File: src/rtl/mem_arb_pkg.sv
// rtl/mem_arb_pkg.sv - shared types and defaults for the IF/D memory arbiter
package mem_arb_pkg;

    typedef enum logic [1:0] {
        IDLE    = 2'd0,
        IF_WAIT = 2'd1,
        D_WAIT  = 2'd2
    } arb_state_e;

    localparam logic GNT_IF = 1'b0;
    localparam logic GNT_D  = 1'b1;

    localparam int DEF_LATENCY = 4;
    localparam int DEF_AW      = 16;
    localparam int DEF_DW      = 16;

endpackage

File: src/rtl/mem_arbiter_if.sv
// rtl/mem_arbiter_if.sv - requester and memory-side signal bundle for mem_arbiter
interface mem_arbiter_if
    import mem_arb_pkg::*;
#(
    parameter int AW = DEF_AW,
    parameter int DW = DEF_DW
);
    logic          if_req;
    logic [AW-1:0] if_addr;
    logic [DW-1:0] if_rdata;
    logic          if_ack;
    logic          if_stall;

    logic          d_req;
    logic          d_wr;
    logic [AW-1:0] d_addr;
    logic [DW-1:0] d_wdata;
    logic [DW-1:0] d_rdata;
    logic          d_ack;
    logic          d_stall;

    logic          mem_en;
    logic          mem_wr;
    logic [AW-1:0] mem_addr;
    logic [DW-1:0] mem_wdata;
    logic [DW-1:0] mem_rdata;
    logic          mem_valid;

    logic          busy;
    logic          err;

    modport master (
        input  if_req, if_addr, d_req, d_wr, d_addr, d_wdata, mem_rdata, mem_valid,
        output if_rdata, if_ack, if_stall, d_rdata, d_ack, d_stall,
               mem_en, mem_wr, mem_addr, mem_wdata, busy, err
    );

    modport slave (
        output if_req, if_addr, d_req, d_wr, d_addr, d_wdata, mem_rdata, mem_valid,
        input  if_rdata, if_ack, if_stall, d_rdata, d_ack, d_stall,
               mem_en, mem_wr, mem_addr, mem_wdata, busy, err
    );

endinterface

File: src/rtl/mem_latency_timer.sv
// rtl/mem_latency_timer.sv - counts the fixed memory latency and flags mem_valid arriving early
module mem_latency_timer
    import mem_arb_pkg::*;
#(
    parameter int LATENCY = DEF_LATENCY
) (
    input  logic clk,
    input  logic rst_n,
    input  logic start,
    input  logic mem_valid,
    output logic done,
    output logic early_valid_err
);
    localparam int CW = $clog2(LATENCY + 1);
    localparam logic [CW-1:0] LAST = CW'(LATENCY - 1);

    logic          run_q, run_d;
    logic [CW-1:0] cnt_q, cnt_d;

    assign done = run_q && (cnt_q == LAST);
    // The launch cycle itself is already inside the wait window, so a response there is early too.
    assign early_valid_err = mem_valid && (start || (run_q && !done));

    always_comb begin
        run_d = run_q;
        cnt_d = cnt_q;
        if (start) begin
            run_d = 1'b1;
            cnt_d = '0;
        end else if (run_q) begin
            if (done) run_d = 1'b0;
            else      cnt_d = cnt_q + 1'b1;
        end
    end

    always_ff @(posedge clk or negedge rst_n) begin
        if (!rst_n) begin
            run_q <= 1'b0;
            cnt_q <= '0;
        end else begin
            run_q <= run_d;
            cnt_q <= cnt_d;
        end
    end

endmodule

File: src/rtl/mem_arbiter.sv
// rtl/mem_arbiter.sv - shares one fixed-latency memory between the fetch (IF) and data (D) ports
module mem_arbiter
    import mem_arb_pkg::*;
#(
    parameter int LATENCY = DEF_LATENCY,
    parameter int AW      = DEF_AW,
    parameter int DW      = DEF_DW
) (
    input  logic          clk,
    input  logic          rst_n,
    mem_arbiter_if.master bus
);
    arb_state_e    state_q, state_d;
    logic          last_grant_q, last_grant_d;
    logic          mem_en_q, mem_en_d;
    logic          mem_wr_q, mem_wr_d;
    logic [AW-1:0] mem_addr_q, mem_addr_d;
    logic [DW-1:0] mem_wdata_q, mem_wdata_d;
    logic          if_ack_q, if_ack_d;
    logic          d_ack_q, d_ack_d;
    logic [DW-1:0] if_rdata_q, if_rdata_d;
    logic [DW-1:0] d_rdata_q, d_rdata_d;
    logic          err_q, err_d;
    logic          if_elig, d_elig;
    logic          timer_done, early_err;

    mem_latency_timer #(.LATENCY(LATENCY)) u_timer (
        .clk             (clk),
        .rst_n           (rst_n),
        .start           (mem_en_q),
        .mem_valid       (bus.mem_valid),
        .done            (timer_done),
        .early_valid_err (early_err)
    );

    always_comb begin
        state_d      = state_q;
        last_grant_d = last_grant_q;
        mem_en_d     = 1'b0;
        mem_wr_d     = mem_wr_q;
        mem_addr_d   = mem_addr_q;
        mem_wdata_d  = mem_wdata_q;
        if_ack_d     = 1'b0;
        d_ack_d      = 1'b0;
        if_rdata_d   = if_rdata_q;
        d_rdata_d    = d_rdata_q;
        err_d        = err_q | early_err | (timer_done & ~bus.mem_valid);
        // A port acked this cycle still holds req; it must not win again.
        if_elig      = bus.if_req & ~if_ack_q;
        d_elig       = bus.d_req & ~d_ack_q;

        unique case (state_q)
            IDLE: begin
                if (d_elig && (!if_elig || last_grant_q == GNT_IF)) begin
                    state_d      = D_WAIT;
                    mem_en_d     = 1'b1;
                    mem_wr_d     = bus.d_wr;
                    mem_addr_d   = bus.d_addr;
                    mem_wdata_d  = bus.d_wdata;
                    last_grant_d = GNT_D;
                end else if (if_elig) begin
                    state_d      = IF_WAIT;
                    mem_en_d     = 1'b1;
                    mem_wr_d     = 1'b0;
                    mem_addr_d   = bus.if_addr;
                    last_grant_d = GNT_IF;
                end
            end
            IF_WAIT: begin
                if (timer_done) begin
                    state_d    = IDLE;
                    if_ack_d   = 1'b1;
                    if_rdata_d = bus.mem_rdata;
                end
            end
            D_WAIT: begin
                if (timer_done) begin
                    state_d = IDLE;
                    d_ack_d = 1'b1;
                    if (!mem_wr_q) d_rdata_d = bus.mem_rdata;
                end
            end
            default: state_d = IDLE;
        endcase
    end

    always_ff @(posedge clk or negedge rst_n) begin
        if (!rst_n) begin
            state_q      <= IDLE;
            last_grant_q <= GNT_IF;
            mem_en_q     <= 1'b0;
            mem_wr_q     <= 1'b0;
            mem_addr_q   <= '0;
            mem_wdata_q  <= '0;
            if_ack_q     <= 1'b0;
            d_ack_q      <= 1'b0;
            if_rdata_q   <= '0;
            d_rdata_q    <= '0;
            err_q        <= 1'b0;
        end else begin
            state_q      <= state_d;
            last_grant_q <= last_grant_d;
            mem_en_q     <= mem_en_d;
            mem_wr_q     <= mem_wr_d;
            mem_addr_q   <= mem_addr_d;
            mem_wdata_q  <= mem_wdata_d;
            if_ack_q     <= if_ack_d;
            d_ack_q      <= d_ack_d;
            if_rdata_q   <= if_rdata_d;
            d_rdata_q    <= d_rdata_d;
            err_q        <= err_d;
        end
    end

    assign bus.mem_en    = mem_en_q;
    assign bus.mem_wr    = mem_wr_q;
    assign bus.mem_addr  = mem_addr_q;
    assign bus.mem_wdata = mem_wdata_q;
    assign bus.if_ack    = if_ack_q;
    assign bus.d_ack     = d_ack_q;
    assign bus.if_rdata  = if_rdata_q;
    assign bus.d_rdata   = d_rdata_q;
    assign bus.if_stall  = bus.if_req & ~if_ack_q;
    assign bus.d_stall   = bus.d_req & ~d_ack_q;
    assign bus.busy      = (state_q != IDLE);
    assign bus.err       = err_q;

endmodule

File: src/flat_wrapper.sv
// flat-port wrapper written by rule: the top's interface ports become plain ports
module mem_arbiter_flat import mem_arb_pkg::*;
#(
    parameter int LATENCY = DEF_LATENCY,
    parameter int AW      = DEF_AW,
    parameter int DW      = DEF_DW
)
  (clk, rst_n, bus_if_req, bus_if_addr, bus_d_req, bus_d_wr, bus_d_addr, bus_d_wdata, bus_mem_rdata, bus_mem_valid, bus_if_rdata, bus_if_ack, bus_if_stall, bus_d_rdata, bus_d_ack, bus_d_stall, bus_mem_en, bus_mem_wr, bus_mem_addr, bus_mem_wdata, bus_busy, bus_err);
  mem_arbiter_if #(.AW(AW), .DW(DW)) bus_i ();
  input  logic clk;
  input  logic rst_n;
  input wire logic [$bits(bus_i.if_req)-1:0] bus_if_req;
  input wire logic [$bits(bus_i.if_addr)-1:0] bus_if_addr;
  input wire logic [$bits(bus_i.d_req)-1:0] bus_d_req;
  input wire logic [$bits(bus_i.d_wr)-1:0] bus_d_wr;
  input wire logic [$bits(bus_i.d_addr)-1:0] bus_d_addr;
  input wire logic [$bits(bus_i.d_wdata)-1:0] bus_d_wdata;
  input wire logic [$bits(bus_i.mem_rdata)-1:0] bus_mem_rdata;
  input wire logic [$bits(bus_i.mem_valid)-1:0] bus_mem_valid;
  output wire logic [$bits(bus_i.if_rdata)-1:0] bus_if_rdata;
  output wire logic [$bits(bus_i.if_ack)-1:0] bus_if_ack;
  output wire logic [$bits(bus_i.if_stall)-1:0] bus_if_stall;
  output wire logic [$bits(bus_i.d_rdata)-1:0] bus_d_rdata;
  output wire logic [$bits(bus_i.d_ack)-1:0] bus_d_ack;
  output wire logic [$bits(bus_i.d_stall)-1:0] bus_d_stall;
  output wire logic [$bits(bus_i.mem_en)-1:0] bus_mem_en;
  output wire logic [$bits(bus_i.mem_wr)-1:0] bus_mem_wr;
  output wire logic [$bits(bus_i.mem_addr)-1:0] bus_mem_addr;
  output wire logic [$bits(bus_i.mem_wdata)-1:0] bus_mem_wdata;
  output wire logic [$bits(bus_i.busy)-1:0] bus_busy;
  output wire logic [$bits(bus_i.err)-1:0] bus_err;
  assign bus_i.if_req = bus_if_req;
  assign bus_i.if_addr = bus_if_addr;
  assign bus_i.d_req = bus_d_req;
  assign bus_i.d_wr = bus_d_wr;
  assign bus_i.d_addr = bus_d_addr;
  assign bus_i.d_wdata = bus_d_wdata;
  assign bus_i.mem_rdata = bus_mem_rdata;
  assign bus_i.mem_valid = bus_mem_valid;
  assign bus_if_rdata = bus_i.if_rdata;
  assign bus_if_ack = bus_i.if_ack;
  assign bus_if_stall = bus_i.if_stall;
  assign bus_d_rdata = bus_i.d_rdata;
  assign bus_d_ack = bus_i.d_ack;
  assign bus_d_stall = bus_i.d_stall;
  assign bus_mem_en = bus_i.mem_en;
  assign bus_mem_wr = bus_i.mem_wr;
  assign bus_mem_addr = bus_i.mem_addr;
  assign bus_mem_wdata = bus_i.mem_wdata;
  assign bus_busy = bus_i.busy;
  assign bus_err = bus_i.err;
  mem_arbiter #(.LATENCY(LATENCY), .AW(AW), .DW(DW)) u_core (.clk(clk), .rst_n(rst_n), .bus(bus_i));
endmodule
File: config.mk
export PLATFORM = sky130hd
export DESIGN_NAME = mem_arbiter_flat
export DESIGN_NICKNAME = d
export VERILOG_FILES = /design/src/rtl/mem_arb_pkg.sv /design/src/rtl/mem_arbiter_if.sv /design/src/rtl/mem_latency_timer.sv /design/src/rtl/mem_arbiter.sv /design/src/flat_wrapper.sv
export SDC_FILE = /design/constraint.sdc
export NUM_CORES = 1
export LEC_CHECK = 0
export BUFFER_PORTS_ARGS = -buffer_cell sky130_fd_sc_hd__buf_2
export CORE_ASPECT_RATIO = 1.5
export CORE_MARGIN = 1
export CORE_UTILIZATION = 48
export DETAILED_ROUTE_END_ITERATION = 7
export PLACE_DENSITY_LB_ADDON = 0.15
export SLEW_MARGIN = 10
export SYNTH_ARGS = -nofsm -noshare
export SYNTH_HDL_FRONTEND = slang
export SYNTH_SLANG_ARGS = --single-unit
File: constraint.sdc
create_clock -name clk -period 2.4 [get_ports clk]
set_clock_uncertainty 0.15 [all_clocks]
set_input_delay 0.48 -clock clk [delete_from_list [all_inputs] [get_ports clk]]
set_output_delay 0.48 -clock clk [all_outputs]
set_load 0.02 [all_outputs]
==> results.cfg <==
[synth]
syn_area_um2 = 3360
async_flop_share_pct = 100
synth_edf_count = 0
synth_cell_types = 35
synth-main-ff-cell = dfrtp_1
syn_inst = 245
synthesis.nets = 320
seq_area_frac_synth_pct = 56.6
synth.avg_cell_area_um2 = 13.7
ys_ff_latch = 76
yosysWarnings = 0

[floorplan]
die_y_um = 105
die_x_um = 70.3
io_pins = 142
fp.coreArea_um2 = 6810
num_rows = 37
initial_core_util_pct = 49.4
dieArea_um2 = 7350

[cells_and_area]
fin_nets = 466
diodes = 0
area_growth_pct = 28.6
final_area_um2 = 4320
drive_gt1_share_pct = 56.1
layout_common_cells = buf_2 (140), dfrtp_1 (76), mux2_2 (40)
final_common_cell = buf_2
seqCellArea_um2 = 1900
final_util_pct = 63.5
multiInputGateArea_um2 = 1330
final_cells = 472
nFillCells = 543

[placed_design]
io_buffers = 141
gp_congestion = 0.781
placed_cells = 457
hpwl_um = 5530
placed_cell_area_um2 = 4160

[global_routing]
grt_overflow_total = 0
grt_pass1_wl_um = 13000
grt_max_degree = 51
track_usage_pct = 22.7
grt_pass1_vias = 2711
antenna_found_initial = 0

[drt]
drcViolationCount = 0
first_pass_iters = 4
vias_per_cell = 5.47
routed_wl_um = 7650
ant_nets = 0
drt_iter0_markers = 113
via_count = 2582
avgRoutedWirePerCell_um = 16.2

[sta]
hold_violations = 0
setup_tns_ps = 0
relSlewSlack_pct = 73.6
final-max-slew-violation-count = 0
rsz0062_at_grt = no
min_period_over_period_pct = 90.1
worstMarginPinSlew_ps = 395
setup_viol = 0
period_needed_ps = 2160
fmax_mhz = 463

[clock_tree]
root_buffer = clkbuf_8
cts_setup_buffers = 0
clkSinkCount = 76
h-tree-depth = 3
cts.clk_slew.worst_paths_ps = 70
cts_made_buffers = 9
insertion_delay_ps = 340
cts_tree = yes
ctsResizeCount = 0
cts_max_path_buffers = 2

[setup_path]
arrival_ps = 1530
reg2reg_to = u_core.bus.mem_wdata[2]
cp_max_fo = 18
crit_required_ps = 1770
worst_setup_path_start_kind = flop
path_class = flop to primary output
r2r_start = u_core.state_q[1]
crit_end = bus_busy
reg2reg_depth = 6
r2r_slack_ps = 330
crit_start = u_core.state_q[0]
end_kind = primary output

[power]
cellLeakagePower_nw = 2.15
total_power_mw = 5.79
vdd_drop_max_mv = 0.825
p_per_area_nw_per_um2 = 1340

[status]
status = complete, no violations

[job]
maxCapViolCount = 0

[hold_path]
hold_start = bus_d_wr
hold_class = input port to flop
[where the power goes]
| part | total (mW) | internal [mW] | switching (mW) |
|---|---|---|---|
| registers | 2.22 | 1.90 | 0.317 |
| logic | 2.76 | 1.19 | 1.56 |
| clock network | 0.815 | 0.387 | 0.428 |
| total | 5.79 | 3.48 | 2.31 |
[per-stage QoR]
step                setup WS, ps  hold WS (ps)
floorplan                    386          34.4
global placement             409           266
detailed placement           343           275
CTS                          226           180
global route                 139           192
finish                       238           206
[state kept, by name, summed over array words and instances, names as in the netlist]
signal                flops
u_core.bus.if_rdata      16
u_core.bus.mem_addr      16
u_core.state_q            2
u_core.last_grant_q       1
u_core.bus.mem_en         1
u_core.u_timer.run_q      1
u_core.bus.mem_wdata     16
u_core.bus.d_rdata       16
u_core.bus.err            1
u_core.bus.mem_wr         1
u_core.u_timer.cnt_q      3
u_core.bus.d_ack          1
u_core.bus.if_ack         1
[cell families after synthesis]
| logic type | Yosys count | synth area share (%) |
|---|---|---|
| flip-flops | 76 | 56.6 |
| AO/OA/AOI/OAI | 57 | 12.9 |
| multiplexers | 49 | 17.3 |
| AND/OR/NAND/NOR | 31 | 7.07 |
| buffers and inverters | 25 | 3.80 |
| adder cells (fa/ha/maj) | 5 | 1.86 |
| XOR/XNOR | 2 | 0.521 |
[area by class of cell]
type / count / share of cell area, %
Multi-Input combinational cell: 144 / 30.8
Inverter: 8 / 0.694
Sequential cell: 76 / 44.0
Timing Repair Buffer: 152 / 18.6
Clock inverter: 3 / 0.347
Clock buffer: 11 / 3.27
Tap cell: 78 / 2.26
[worst min path at each step]
stage                                     to  depth (start not counted)
global placement      u_core.bus.mem_addr[3]                          1
global route        u_core.bus.mem_wdata[11]                          2
finish                     u_core.bus.mem_wr                          2
detailed placement    u_core.bus.mem_addr[3]                          1
floorplan                   u_core.bus.d_ack                          0
CTS                        u_core.bus.mem_wr                          2
[cells in the mapped netlist (2+ instances only)]
| cell type | count | share of area (%) |
|---|---|---|
| and3b_2 | 3 | 0.89 |
| inv_1 | 5 | 0.56 |
| dfrtp_1 | 76 | 57 |
| nand2b_1 | 3 | 0.56 |
| mux2_4 | 8 | 3.6 |
| o32ai_1 | 2 | 0.52 |
| clkbuf_1 | 7 | 0.78 |
| and3b_1 | 14 | 3.6 |
| buf_2 | 8 | 1.2 |
| ha_1 | 5 | 1.9 |
| mux2_2 | 40 | 13 |
| a2bb2oi_1 | 16 | 4.2 |
| nor2_1 | 4 | 0.45 |
| o21ai_0 | 16 | 2.4 |
| inv_2 | 3 | 0.33 |
| a221oi_1 | 16 | 4.2 |
[repair_timing]
item,in CTS,in global routing
setup endpoints to repair,0,0
hold buffers,1,0
hold endpoints to repair,26,0
[per-layer routing]
metal,global-route usage [%],up-vias,wire length [um]
met5,0,-,0
met4,12.4,0,225
met3,4.94,18,454
met2,37.1,95,3920
met1,27.6,1266,3050
li1,-,1203,-
[critical path, stage by stage (launching register included)]
cell	delay [ps]
dfrtp_1	350
inv_1	80
ha_1	250
inv_2	270
buf_2	230
Note: power is estimated with default switching activity, not from simulation.
